--- config.mk ---
export PLATFORM = sky130hd
export DESIGN_NAME = serial_borrow_subtractor
export DESIGN_NICKNAME = d
export VERILOG_FILES = /design/src/rtl/serial_borrow_subtractor.sv
export SDC_FILE = /design/constraint.sdc
export NUM_CORES = 1
export LEC_CHECK = 0
export ABC_AREA = 1
export ABC_CLOCK_PERIOD_IN_PS = 2200
export CAP_MARGIN = 40
export CORE_UTILIZATION = 45
export CTS_CLUSTER_DIAMETER = 100
export DETAILED_ROUTE_END_ITERATION = 8
export GPL_TIMING_DRIVEN = 1
export HOLD_SLACK_MARGIN = 0.12
export PLACE_DENSITY = 0.71
export SLEW_MARGIN = 10
export SYNTH_ARGS = -nofsm -noshare
export SYNTH_HDL_FRONTEND = slang
export SYNTH_SLANG_ARGS = --single-unit
--- constraint.sdc ---
create_clock -name clk -period 2.2 [get_ports clk]
set_input_delay 0.66 -clock clk [delete_from_list [all_inputs] [get_ports clk]]
set_output_delay 0.66 -clock clk [all_outputs]
set_load 0.02 [all_outputs]
--- src/rtl/serial_borrow_subtractor.sv ---
// Bit-serial subtractor: computes {Bout, Diff} = A - B - Bin one bit per clock, LSB first.
// A start in IDLE or DONE captures the operands; done pulses for one cycle when the result lands.
module serial_borrow_subtractor #(
  parameter int WIDTH = 4
) (
  input  logic             clk,
  input  logic             rst_n,
  input  logic             start,
  input  logic [WIDTH-1:0] A,
  input  logic [WIDTH-1:0] B,
  input  logic             Bin,
  output logic             busy,
  output logic             done,
  output logic [WIDTH-1:0] Diff,
  output logic             Bout
);

  typedef enum logic [1:0] {IDLE, RUN, DONE} state_t;

  localparam int CW = (WIDTH > 2) ? $clog2(WIDTH) : 1;
  localparam logic [CW-1:0] LAST_BIT = CW'(WIDTH - 1);

  state_t           state;
  logic [WIDTH-1:0] a_q;
  logic [WIDTH-1:0] b_q;
  logic             br;
  logic [CW-1:0]    cnt;
  logic [WIDTH-1:0] res;

  logic             d;
  logic             br_nxt;
  logic [WIDTH-1:0] res_nxt;

  // Operands shift right each RUN cycle, so bit 0 is always the current bit position.
  assign d       = a_q[0] ^ b_q[0] ^ br;
  assign br_nxt  = (~a_q[0] & b_q[0]) | (~(a_q[0] ^ b_q[0]) & br);
  assign res_nxt = {d, res[WIDTH-1:1]};

  // NOTE: every register here, including the operand and result storage, is cleared by the
  // asynchronous reset, and all state is assigned with <= so every flop samples pre-edge values.
  always_ff @(posedge clk or negedge rst_n) begin
    if (!rst_n) begin
      state <= IDLE;
      busy  <= 1'b0;
      done  <= 1'b0;
      a_q   <= '0;
      b_q   <= '0;
      br    <= 1'b0;
      cnt   <= '0;
      res   <= '0;
      Diff  <= '0;
      Bout  <= 1'b0;
    end else begin
      case (state)
        IDLE, DONE: begin
          if (start) begin
            a_q   <= A;
            b_q   <= B;
            br    <= Bin;
            cnt   <= '0;
            res   <= '0;
            state <= RUN;
            busy  <= 1'b1;
            done  <= 1'b0;
          end else begin
            state <= IDLE;
            busy  <= 1'b0;
            done  <= 1'b0;
          end
        end
        RUN: begin
          a_q <= a_q >> 1;
          b_q <= b_q >> 1;
          br  <= br_nxt;
          res <= res_nxt;
          cnt <= cnt + CW'(1);
          if (cnt == LAST_BIT) begin
            Diff  <= res_nxt;
            Bout  <= br_nxt;
            state <= DONE;
            busy  <= 1'b0;
            done  <= 1'b1;
          end
        end
        default: begin
          state <= IDLE;
          busy  <= 1'b0;
          done  <= 1'b0;
        end
      endcase
    end
  end

endmodule

### Word level (Yosys, flattened, before mapping)

Index checks and enable logic that the tools add are counted.

| word-level totals | value |
|---|---|
| output and inout bits | 7 |
| bits of input ports | 12 |
| logic and storage cells | 46 |
| register bits | 24 |

| operators by class | value |
|---|---|
| muxes and demuxes | 18 |
| eq/ne operators | 5 |
| bitwise gates (word level) | 7 |
| reduce and logical (&&, ||, !) cells | 5 |
| add/subtract/negate cells | 1 |

Operators with widths:

| kind | number |
|---|---|
| $pmux 4 s2 | 3 |
| $mux 4 | 3 |
| $pmux 2 s2 | 2 |
| $mux 1 | 6 |
| $eq 2x2->1 const B | 2 |
| $mux 2 | 2 |
| $ne 2x2->1 const B | 2 |
| $pmux 1 s2 | 2 |
| $reduce_and 2->1 | 2 |
| $add 2x1->2 const B | 1 |
| $and 1x1->1 | 2 |
| $eq 2x1->1 const B | 1 |
| $logic_not 2->1 | 1 |
| $not 1->1 | 2 |
| $reduce_bool 2->1 | 1 |
| $reduce_or 2->1 | 1 |
| $xor 1x1->1 | 2 |
| $or 1x1->1 | 1 |

### Depth between registers and ports, before layout

| logic depth | value |
|---|---|
| depth after elaboration | 5 |
| depth in mapped cells | 7 |
| depth with buffers taken out | 7 |

### Least setup slack after synthesis

Ideal clock, no wire load.

| timing path | value |
|---|---|
| kind | input to register |
| start | input start |
| end | register a_q[0] |
| cell stages on the path | 5 |
| path buffers | 1 |
| path slack | 1.035 ns |
| data arrival time | 1.047 ns |
| setup time | 0.117 ns |
| cells stage by stage | nand2_2 -> nand2_4 -> buf_6 -> nand3_1 -> nand2_1 |

| between the ends | value |
|---|---|
| longest elaborated chain between the ends | 2 |

RTL lines:

| what | RTL line | text |
|---|---|---|
| start: declaration | 8 | `input logic start,` |
| $ne 2x2->1 (no line) | -- |  |
| $reduce_and 2->1 (no line) | -- |  |
| end signal: assignment | 72 | `a_q <= a_q >> 1;` |
| end: declaration | 24 | `logic [WIDTH-1:0] a_q;` |

No other way between the ends.
A chain may end at the register's enable or synchronous reset.

### Final worst setup path

| timing path | value |
|---|---|
| start | register done |
| end | output done |

RTL lines:

| what | RTL line | text |
|---|---|---|
| start: declaration | 13 | `output logic done,` |
| start signal: assignment | 45 | `done <= 1'b0;` |
| start signal: assignment | 64 | `done <= 1'b0;` |
| start signal: assignment | 68 | `done <= 1'b0;` |

No word-level cell between the ends.

==> summary.txt <==
Pre-antenna DRT Iters - 4
Syn_nets - 134
CTS Root Cell - clkbuf_4
Sequential fraction of the synthesis area - 53.0%
Hold endpoint - a_q[1]$_DFFE_PN0P_
Post-synth cell types - 17
Slew @ Worst Pin - 0.399 ns
Resize count post-CTS - 0
WL/cell - 10.7 µm
Vias in the first global route - 774
Routed Antenna Nets - 0
Fillers - 206
Tcrit/Tclk final - 93.2%
Worst endpoint required time - 1.54 ns
Worst vdd ir - 0.600 mV
Postcts setup bufs - 0
Post-Route Setup TNS - 0 ns
WS Path Type - flop to output pin
Clock slew at reported path FFs - 0.13 ns
PnR worst setup slack - 0.150 ns
Share of cells above drive strength 1 - 12.8%
Worst hold path startpoint - a_q[1]$_DFFE_PN0P_
Layout Cells excl Fill - 169
Global-route wire length before repair - 3.29 mm
Starting Density - 47.4%
Syn Area/Cell - 8.65 µm²
Synth Instances - 120
Worst path cell trace - clkdlybuf4s50_1
Path depth of the worst reg2reg path - 5
RSZ-0062 raised after global routing - false
Via density - 4.56
DRC Markers - 0
Final Net Count - 156
CP delay by family, top - buffers and inverters
Hold Crit Depth - 2
Total track usage - 17.9%
Synth-to-layout area growth - 22.8%
DRT iter0 DRCs - 11
CTS H-Tree Depth - 1
Die W - 50.0 µm
Synth Cell Area - 1040 µm²
Routed WL - 1.81 mm
Die ar. - 2500 µm²
Clock Skew - 0.00678 ns
Pin count of the biggest net entering global routing - 23
Critical path buffers and inverters - 1
Startpoint types - flop
Total number of vias - 770
Clock tree buffer depth - 2
Synth warnings - 0
CTS tree - built
Max stage delay cell, worst path - clkdlybuf4s50_1
Power Dens Cells - 1470 nW/µm²
Antenna Cells - 0
Status - complete, no violations
DP Wirelength - 1.37 mm
Final-report hold violation count - 0
Hold_ws - 0.498 ns
Flip-flop and latch count after synthesis - 22
Dpl cells - 165
FMAX - 488 MHz
Die H - 50.0 µm
Hold-fix buffers, CTS - 0
CP Capture Type - output pin
Overflow after GRT - 0
CTS Sinks - 22
Boundary Pins - 19
Max incr delay on CP - 0.63 ns
# setup viols final - 0
Final Max Tran Viols - 0
CP startpoint - done$_DFFE_PN0P_
Critical R2R Launch - state[0]$_DFFE_PN0P_
Core ar. - 2190 µm²
Min Clock Period, post-route - 2.05 ns
Reg-to-reg endpoint - a_q[2]$_DFFE_PN0P_
Gpl congestion - 0.800
Crit path max fanout - 3
Port Buffers - 18
CTS Buf Count - 3
Insertion delay to the later sink of the worst-skew pair - 0.30 ns
Worst min-delay path category - flop to flop
WP data arrival - 1.39 ns
Reg-to-reg slack, setup - 0.91 ns
Leak - 0.675 nW
DP Worst Slack - 0.398 ns
Max cap viols - 0
Antenna violations before repair - 0
Slew margin rel. - 73.4%
Row count - 17
-- synth_stat cells --
| cell type | instances | area, µm² |
|---|---|---|
| nand2_1 | 39 | 146 |
| dfrtp_1 | 22 | 551 |
| inv_1 | 20 | 75.1 |
| nand3_1 | 13 | 65.1 |
| o21ai_1 | 6 | 30.0 |
| inv_2 | 3 | 11.3 |
| nand2_4 | 3 | 33.8 |
| o21ai_2 | 3 | 26.3 |
| buf_6 | 2 | 22.5 |
| nor2_1 | 2 | 7.51 |
| a21oi_2 | 1 | 8.76 |
| fa_1 | 1 | 20.0 |
| ha_1 | 1 | 12.5 |
| inv_4 | 1 | 6.26 |
| nand2_2 | 1 | 6.26 |
| nor2_4 | 1 | 11.3 |
| o21ai_0 | 1 | 5.00 |
-- final cells by class --
class | count | area [µm²] | area share (%)
clock buffers | 4 | 36.3 | 2.85
inverters | 24 | 92.6 | 7.26
multi-input cells | 72 | 373 | 29.2
flip-flops and latches | 22 | 551 | 43.2
well taps | 28 | 35.0 | 2.75
repair buffers | 19 | 188 | 14.7
-- cells in the final DEF (no fill, tap or decap) --
cell type        netlist  routed
nand2_1               39      39
dfrtp_1               22      22
inv_1                 20      20
clkdlybuf4s50_1        0      18
nand3_1               13      13
o21ai_1                6       6
inv_2                  3       3
nand2_4                3       3
o21ai_2                3       3
clkbuf_4               0       3
nor2_1                 2       2
inv_4                  1       1
nand2_2                1       1
o21ai_0                1       1
nor2_4                 1       1
a21oi_2                1       1
fa_1                   1       1
ha_1                   1       1
clkbuf_8               0       1
buf_4                  0       1
-- per-stage QoR --
stage          area, µm²  total power, mW  utilization [%]
2_1_floorplan       1040             1.43                -
3_3_place_gp        1240             1.65             56.5
3_5_place_dp        1240             1.68             56.5
4_1_cts             1270             1.91             58.2
5_1_grt             1270             2.06             58.2
6_report            1270             1.88             58.2
-- worst max path at each step --
| stage | end | slack (ns) | depth (start not counted) |
|---|---|---|---|
| after global routing | done | 0.1 | 1 |
| after detailed placement | a_q[2]$_DFFE_PN0P_ | 0.40 | 6 |
| after global placement | b_q[2]$_DFFE_PN0P_ | 0.44 | 6 |
| final | done | 0.15 | 1 |
| after CTS | done | 0.14 | 1 |
| after floorplan | a_q[0]$_DFFE_PN0P_ | 1.04 | 5 |
-- metal layers --
| layer | wire length, µm | vias up | global-route usage, % |
|---|---|---|---|
| met4 | 18 | 0 | 8.57 |
| met1 | 850 | 349 | 22.6 |
| li1 | - | 405 | - |
| met5 | 0 | - | 0 |
| met3 | 56 | 2 | 2.78 |
| met2 | 887 | 14 | 29.6 |
-- cell families (layout without fill, tap and decap cells) --
logic type / Yosys count / after routing / share of synthesized area (%)
and+or+nand+nor: 59 / 59 / 26.0
buffers and inverters: 26 / 47 / 11.1
DFF: 22 / 22 / 53.0
AOI/OAI and AO/OA: 11 / 11 / 6.75
adders and majority gates: 2 / 2 / 3.13
-- state kept, by name (all words and copies together), names as in the netlist --
signal,cells
Bout,1
Diff,4
a_q,4
b_q,4
br,1
busy,1
cnt,2
done,1
res,3
state,1
-- report_power, final --
part	internal (mW)	switching, mW
Sequential	0.596	0.135
Combinational	0.370	0.552
Clock	0.101	0.121
(Power assumes the default switching activity.)
